--- config.mk ---
export PLATFORM = sky130hd
export DESIGN_NAME = mem_router
export DESIGN_NICKNAME = d
export VERILOG_FILES = /design/src/rtl/mem_router.sv
export SDC_FILE = /design/constraint.sdc
export NUM_CORES = 1
export LEC_CHECK = 0
export BUFFER_PORTS_ARGS = -buffer_cell sky130_fd_sc_hd__buf_2
export CAP_MARGIN = 30
export CORE_AREA = 2 2 124 126
export CTS_CLUSTER_DIAMETER = 30
export DETAILED_ROUTE_END_ITERATION = 10
export DIE_AREA = 0 0 126 128
export PLACE_DENSITY_LB_ADDON = 0.15
export SETUP_SLACK_MARGIN = 0.3
export SYNTH_ARGS = -nofsm -noshare
export SYNTH_HDL_FRONTEND = slang
export SYNTH_SLANG_ARGS = --single-unit
--- constraint.sdc ---
create_clock -name clk -period 3 [get_ports clk]
set_clock_uncertainty 0.15 [all_clocks]
set_input_delay 0.6 -clock clk [delete_from_list [all_inputs] [get_ports clk]]
set_output_delay 0.6 -clock clk [all_outputs]
set_load 0.005 [all_outputs]
--- src/rtl/mem_router.sv ---
// mem_router: decodes host data-port requests onto N_SLV base/mask windows,
// tracks one outstanding access and answers unmapped, misaligned or timed-out accesses with an error.
module mem_router #(
  parameter int                  MEM_W    = 32,
  parameter int                  N_SLV    = 4,
  parameter logic [N_SLV*32-1:0] SLV_BASE = '0,
  parameter logic [N_SLV*32-1:0] SLV_MASK = '0,
  parameter int                  TIMEOUT  = 255
) (
  input  logic                   clk,
  input  logic                   rst_n,
  input  logic                   host_req_i,
  output logic                   host_gnt_o,
  input  logic [31:0]            host_addr_i,
  input  logic                   host_we_i,
  input  logic [MEM_W/8-1:0]     host_be_i,
  input  logic [MEM_W-1:0]       host_wdata_i,
  output logic                   host_rvalid_o,
  output logic                   host_err_o,
  output logic [MEM_W-1:0]       host_rdata_o,
  output logic [N_SLV-1:0]       slv_req_o,
  output logic [31:0]            slv_addr_o,
  output logic                   slv_we_o,
  output logic [MEM_W/8-1:0]     slv_be_o,
  output logic [MEM_W-1:0]       slv_wdata_o,
  input  logic [N_SLV-1:0]       slv_rvalid_i,
  input  logic [N_SLV-1:0]       slv_err_i,
  input  logic [N_SLV*MEM_W-1:0] slv_rdata_i
);
  localparam int BW = MEM_W / 8;
  localparam int CW = $clog2(TIMEOUT + 1);
  localparam int SW = N_SLV > 1 ? $clog2(N_SLV) : 1;
  typedef enum logic [1:0] {IDLE, ISSUE, WAIT, RESP} state_t;
  state_t            state_q, state_d;
  logic [SW-1:0]     sel_q, sel_d, dec_idx;
  logic [CW-1:0]     cnt_q, cnt_d;
  logic              err_q, err_d, we_q, we_d, dec_hit, mapped, rv_sel, timeout;
  logic [MEM_W-1:0]  rdata_q, rdata_d, wdata_q, wdata_d;
  logic [31:0]       addr_q, addr_d;
  logic [BW-1:0]     be_q, be_d;
  // Iterating downwards lets the lowest matching window win.
  always_comb begin
    dec_hit = 1'b0;
    dec_idx = '0;
    for (int i = N_SLV - 1; i >= 0; i--)
      if ((host_addr_i & SLV_MASK[32*i +: 32]) == (SLV_BASE[32*i +: 32] & SLV_MASK[32*i +: 32])) begin
        dec_hit = 1'b1;
        dec_idx = SW'(i);
      end
  end
  assign mapped  = dec_hit && ((host_addr_i & 32'(BW - 1)) == 32'd0);
  assign rv_sel  = slv_rvalid_i[sel_q];
  // Counter is 1 in the first WAIT cycle, so the comparison looks one count ahead.
  assign timeout = int'(cnt_q) + 1 >= TIMEOUT;
  always_ff @(posedge clk)
    state_q <= !rst_n ? IDLE : state_d;
  always_comb begin
    state_d = state_q;
    case (state_q)
      IDLE:    if (host_req_i) state_d = mapped ? ISSUE : RESP;
      ISSUE:   state_d = rv_sel ? RESP : WAIT;
      WAIT:    if (rv_sel || timeout) state_d = RESP;
      default: state_d = IDLE;
    endcase
  end
  always_comb begin
    addr_d  = addr_q;
    we_d    = we_q;
    be_d    = be_q;
    wdata_d = wdata_q;
    sel_d   = sel_q;
    cnt_d   = state_q == ISSUE ? CW'(1) : state_q == WAIT ? cnt_q + 1'b1 : cnt_q;
    err_d   = err_q;
    rdata_d = rdata_q;
    if (state_q == IDLE && host_req_i) begin
      addr_d  = host_addr_i;
      we_d    = host_we_i;
      be_d    = host_be_i;
      wdata_d = host_wdata_i;
      sel_d   = dec_idx;
      err_d   = mapped ? err_q : 1'b1;
      rdata_d = mapped ? rdata_q : '0;
    end else if ((state_q == ISSUE || state_q == WAIT) && rv_sel) begin
      err_d   = slv_err_i[sel_q];
      rdata_d = we_q ? '0 : slv_rdata_i[MEM_W*sel_q +: MEM_W];
    end else if (state_q == WAIT && timeout) begin
      err_d   = 1'b1;
      rdata_d = '0;
    end
  end
  always_ff @(posedge clk)
    if (!rst_n) begin
      addr_q  <= '0;
      we_q    <= 1'b0;
      be_q    <= '0;
      wdata_q <= '0;
      sel_q   <= '0;
      cnt_q   <= '0;
      err_q   <= 1'b0;
      rdata_q <= '0;
    end else begin
      addr_q  <= addr_d;
      we_q    <= we_d;
      be_q    <= be_d;
      wdata_q <= wdata_d;
      sel_q   <= sel_d;
      cnt_q   <= cnt_d;
      err_q   <= err_d;
      rdata_q <= rdata_d;
    end
  always_comb begin
    host_gnt_o    = state_q == IDLE && rst_n;
    host_rvalid_o = state_q == RESP;
    slv_req_o     = state_q == ISSUE ? N_SLV'(1) << sel_q : '0;
  end
  assign host_err_o   = err_q;
  assign host_rdata_o = rdata_q;
  assign slv_addr_o   = addr_q;
  assign slv_we_o     = we_q;
  assign slv_be_o     = be_q;
  assign slv_wdata_o  = wdata_q;
endmodule

; ---- Word-level counts from Yosys, hierarchy flattened
; Cells that the tools add are included.
[op_classes]
addsub = 2
n_lt_le_gt_ge = 1
n_eq_ne = 6
muxes = 17
n_bitwise = 1
reduce_logical = 13
[ops]
columns = operator, count
row1 = $mux W32, 5
row2 = $logic_not A32 Y1, 1
row3 = $add A8 B1 Y9 const B, 1
row4 = $ge A9 B8 Y1 const B, 1
row5 = $add A8 B1 Y8 const B, 1
row6 = $mux W1, 8
row7 = $mux W2, 3
row8 = $ne A2 B2 Y1 const B, 3
row9 = $pmux W2 S3, 1
row10 = $eq A2 B2 Y1 const B, 2
row11 = $logic_and A1 B1 Y1, 4
row12 = $reduce_and A2 Y1, 2
row13 = $reduce_bool A3 Y1, 1
row14 = $eq A2 B1 Y1 const B, 1
row15 = $logic_not A2 Y1, 1
row16 = $logic_or A1 B1 Y1, 2
row17 = $reduce_bool A2 Y1, 1
row18 = $reduce_or A2 Y1, 1
row19 = $not A1 Y1, 1
[totals]
reg_bits = 112
output_inout_bits = 108
elab_cells = 49

; ---- Depth between registers and ports, before layout
[depth]
depth_word = 6
depth_mapped = 8
depth_no_buf = 7

; ---- Worst setup path before layout
; OpenSTA, ideal clock, no wires.
[synth_timing]
kind = register to register
start = register cnt_q[0]
end = register rdata_q[22] (netlist: host_rdata_o[22])
setup_time_ps = 117
arrival_ps = 1865
slack_ps = 867
path_stages_with_launch = 9
n_path_buf = 1
period_less_slack_ps = 2133
path_cell_list = dfxtp_1 > inv_1 > ha_1 > o21bai_1 > o2111ai_1 > a211oi_2 > a32oi_4 > buf_6 > a32o_1
[synth_between]
elab_chain_cells = 5
[synth_lines]
columns = element, line_no
row1 = start: declaration, 36  ; logic [CW-1:0] cnt_q, cnt_d;
row2 = start signal: assignment, 107  ; cnt_q <= cnt_d;
row3 = $add A8 B1 Y9, 54  ; assign timeout = int'(cnt_q) + 1 >= TIMEOUT;
row4 = $ge A9 B8 Y1, 54
row5 = $logic_and A1 B1 Y1, 86  ; end else if (state_q == WAIT && timeout) begin
row6 = $reduce_bool A3 Y1 (no source line), -
row7 = $reduce_and A2 Y1 (no source line), -
row8 = end signal: assignment, 109  ; rdata_q <= rdata_d;
row9 = end: declaration, 38  ; logic [MEM_W-1:0] rdata_q, rdata_d, wdata_q, wdata_d;
; Every way passes these cells.
; A chain may end at the register's enable or synchronous reset.

; ---- Worst setup path after layout
[layout_timing]
start = register cnt_q[0]
end = register rdata_q[9] (netlist: host_rdata_o[9])
; The elaborated chain is that of the path after synthesis.

==> flow_summary.yaml <==
layout:
  final_common_cell: "sky130_fd_sc_hd__buf_2"
  sequential_cell_area_sq_um: 2240
  drive_above_1_share: 0.357
  diodes: 0
  multi_input_logic_area_sq_um: 1900
  mostFrequentLayoutCells: "sky130_fd_sc_hd__buf_2, sky130_fd_sc_hd__nand2_1, sky130_fd_sc_hd__dfxtp_1"
  nFillCells: 1555
  synthToLayoutAreaGrowth_pct: 32.4
  final_nets: 871
timing:
  timing.fmax_mhz: 417
  totalNegativeSetupSlack_ns: 0
  post-route-period-util: 0.800
  grt_setup_unrepaired: "no"
  max_slew_margin: 0.505
  report.final.slew_viol_count: 0
  measured_slew_at_the_worst_slew_check_pin_ns: 0.743
  setup_viol: 0
  post-route-worst-setup-slack_ns: 0.600
  layout_min_cycle_time_ns: 2.40
  hold_violations: 0
worst_setup_path:
  critical_path.max_fanout: 33
  path_buf_inv: 2
  cell_family_with_the_largest_share_of_critical_path_delay: "compound AO/OA/AOI/OAI gates"
  crit_required_ns: 3.08
  critical_path_top_delay_cell: "sky130_fd_sc_hd__dfxtp_1"
  crit_chain: "inv_1 -> ha_1 -> o21bai_1 -> o2111ai_1 -> a211oi_2 -> a32oi_4 -> buf_4 -> a32o_1"
  critical_path_class: "reg -> reg"
  critPathArrivalTime_ns: 2.48
  worst_path_largest_cell_delay_ns: 0.43
  timing.critical_path.to_type: "flip-flop"
  critical_path.startpoint_type: "flip-flop"
detailed_routing:
  drt.antenna.violating_nets: 0
  routed-via-count: 3956
  drt-pass1-iter-count: 4
  totalWireLength_mm: 11.8
  number_of_drc_violations_after_detailed_routing: 0
  initialDrtViolationCount: 136
  routed_length_per_instance_um: 14.0
  routed_via_density: 4.68
synth:
  synth-warning-count: 0
  count_of_flip_flops_with_a_built_in_enable_after_synthesis: 0
  postSynthCellCount: 467
  syn-mean-instance-area_sq_um: 9.29
  synth-seq-area-share: 0.517
  synth-seq-cells: 112
  synth.cell_area_sq_um: 4340
  synth_cell_types: 39
  synth_ff_type: "sky130_fd_sc_hd__dfxtp_1"
  postSynth.asyncResetShare: 0
power_and_ir_drop:
  p_clk_frac: 0.256
  p_sw_mw: 1.36
  internal_power_mw: 2.84
  power.switching_fraction: 0.325
  p_per_area_nw_per_um2: 732
  combinationalPowerShare: 0.290
  part_of_the_power_in_registers: 0.454
  p_leak_nw: 2.66
  vdd.ir_drop.worst_mv: 0.340
place:
  pre_cts_slack_ns: 0.605
  place_hpwl_mm: 8.25
  io_buffer_count: 210
  gp_routability_congestion: 0.800
min_path:
  hp-class: "reg -> reg"
global_routing:
  number_of_global_route_vias_before_repair: 3953
  globalRouteOverflowTotal: 0
  grt_pass1_wl_mm: 19.7
  grt_use_total: 0.149
  grt_max_degree: 70
  number_of_antenna_violations_at_the_first_check_in_global_routing: 0
clocking:
  cts_root_buf: "sky130_fd_sc_hd__clkbuf_16"
  clock_sink_count: 112
  cts_inserted_buffers: 9
  cts-htree-levels: 3
  clockBufferDepth: 2
  tritoncts_clock_tree: "yes"
  cts.reportedPaths.clkPinSlew_ns: 0.07
  cts_hold_buf: 0
  source_to_sink_clock_delay_at_the_later_pin_of_the_worst_skew_pair_ns: 0.34
  cts_post_setup_buffers_inserted: 0
  post_cts_resized: 0
die:
  die_x_um: 126
  initial_utilization: 0.292
  core_region_area_sq_um: 14900
  placementRows: 45
  die_h_um: 128
  design.portCount: 316
  die_area_sq_um: 16100
flow_run:
  cap_violations: 0
outcome:
  outcome: "finished, final reports clean"
[tightest hold or removal path, delay by kind of cell (launching register included)]
family / cells / cell delay (ns)
flops: 1 / 0.31
compound gates: 1 / 0.05
buf+inv: 1 / 0.04
[layout make-up]
| cell class | instances | share of cell area |
|---|---|---|
| Sequential cell | 112 | 0.390 |
| Multi-Input combinational cell | 313 | 0.331 |
| Timing Repair Buffer | 216 | 0.191 |
| Clock buffer | 11 | 0.0423 |
| Tap cell | 188 | 0.0410 |
| Inverter | 5 | 0.00327 |
| Clock inverter | 1 | 0.00131 |
[cells in the mapped netlist, drive strengths merged (2+ instances only)]
cell    number  share of area
inv          5         0.0043
nor2         8         0.0069
mux2i        2         0.0046
a211oi       3         0.0063
xor2         7          0.014
dfxtp      112           0.52
ha           6          0.017
a32o        32          0.074
nor2b        2         0.0029
a21boi      70           0.12
a31oi        2         0.0029
buf          9          0.018
a211o        2         0.0040
nand4        5         0.0072
and2         5         0.0078
nand3        4         0.0046
nand2      145           0.13
clkbuf      30          0.026
o21ai        4         0.0046
nor3b        2         0.0035
[sequential cells by signal (all words and copies together), names as in the netlist]
| register | flops |
|---|---|
| cnt_q | 8 |
| host_err_o | 1 |
| host_rdata_o | 32 |
| slv_be_o | 4 |
| slv_wdata_o | 32 |
| state_q | 2 |
| slv_addr_o | 32 |
| slv_we_o | 1 |
[stage by stage]
stage	hold WS, ns	power [mW]	util	instance area, sq um	instances
after detailed placement	0.289	3.19	0.370	5490	834
after CTS	0.300	4.29	0.386	5740	846
after global placement	0.287	3.15	0.370	5490	834
after global routing	0.302	4.52	0.386	5740	846
final	0.294	4.21	0.386	5740	846
after floorplan	0.290	2.69	-	4340	469
[final timing paths]
path                            startpoint              end  slack, ns  cells after the start
worst max-delay path              cnt_q[0]  host_rdata_o[9]       0.60                      8
worst min-delay path            host_err_o       host_err_o       0.29                      2
worst max register to register    cnt_q[0]  host_rdata_o[9]       0.60                      8
worst min register to register  host_err_o       host_err_o       0.29                      2
[power groups by stage]
stage	sequential, mW	clock, mW	combinational (mW)
final	1.91	1.08	1.22
after CTS	1.91	1.13	1.25
after global routing	1.95	1.18	1.39
after detailed placement	1.94	0	1.25
after floorplan	1.96	0	0.730
after global placement	1.92	0	1.23
[cell families after synthesis]
family	Yosys count	synth area share
other	1	0.000865
AND/OR/NAND/NOR	177	0.172
AO/OA/AOI/OAI	118	0.226
buffers and inverters	44	0.0479
XOR/XNOR	7	0.0141
adder cells (fa/ha/maj)	6	0.0173
multiplexers	2	0.00462
flip-flops	112	0.517
[metal layers]
layer  vias to the layer above  GRT usage  routed length, um
li1                       1961          -                  -
met1                      1825      0.188               5450
met2                       158      0.235               5120
met3                        12     0.0522               1080
met4                         0     0.0569                180
met5                         -          0                  0
Note: power is estimated with default switching activity, not from simulation.
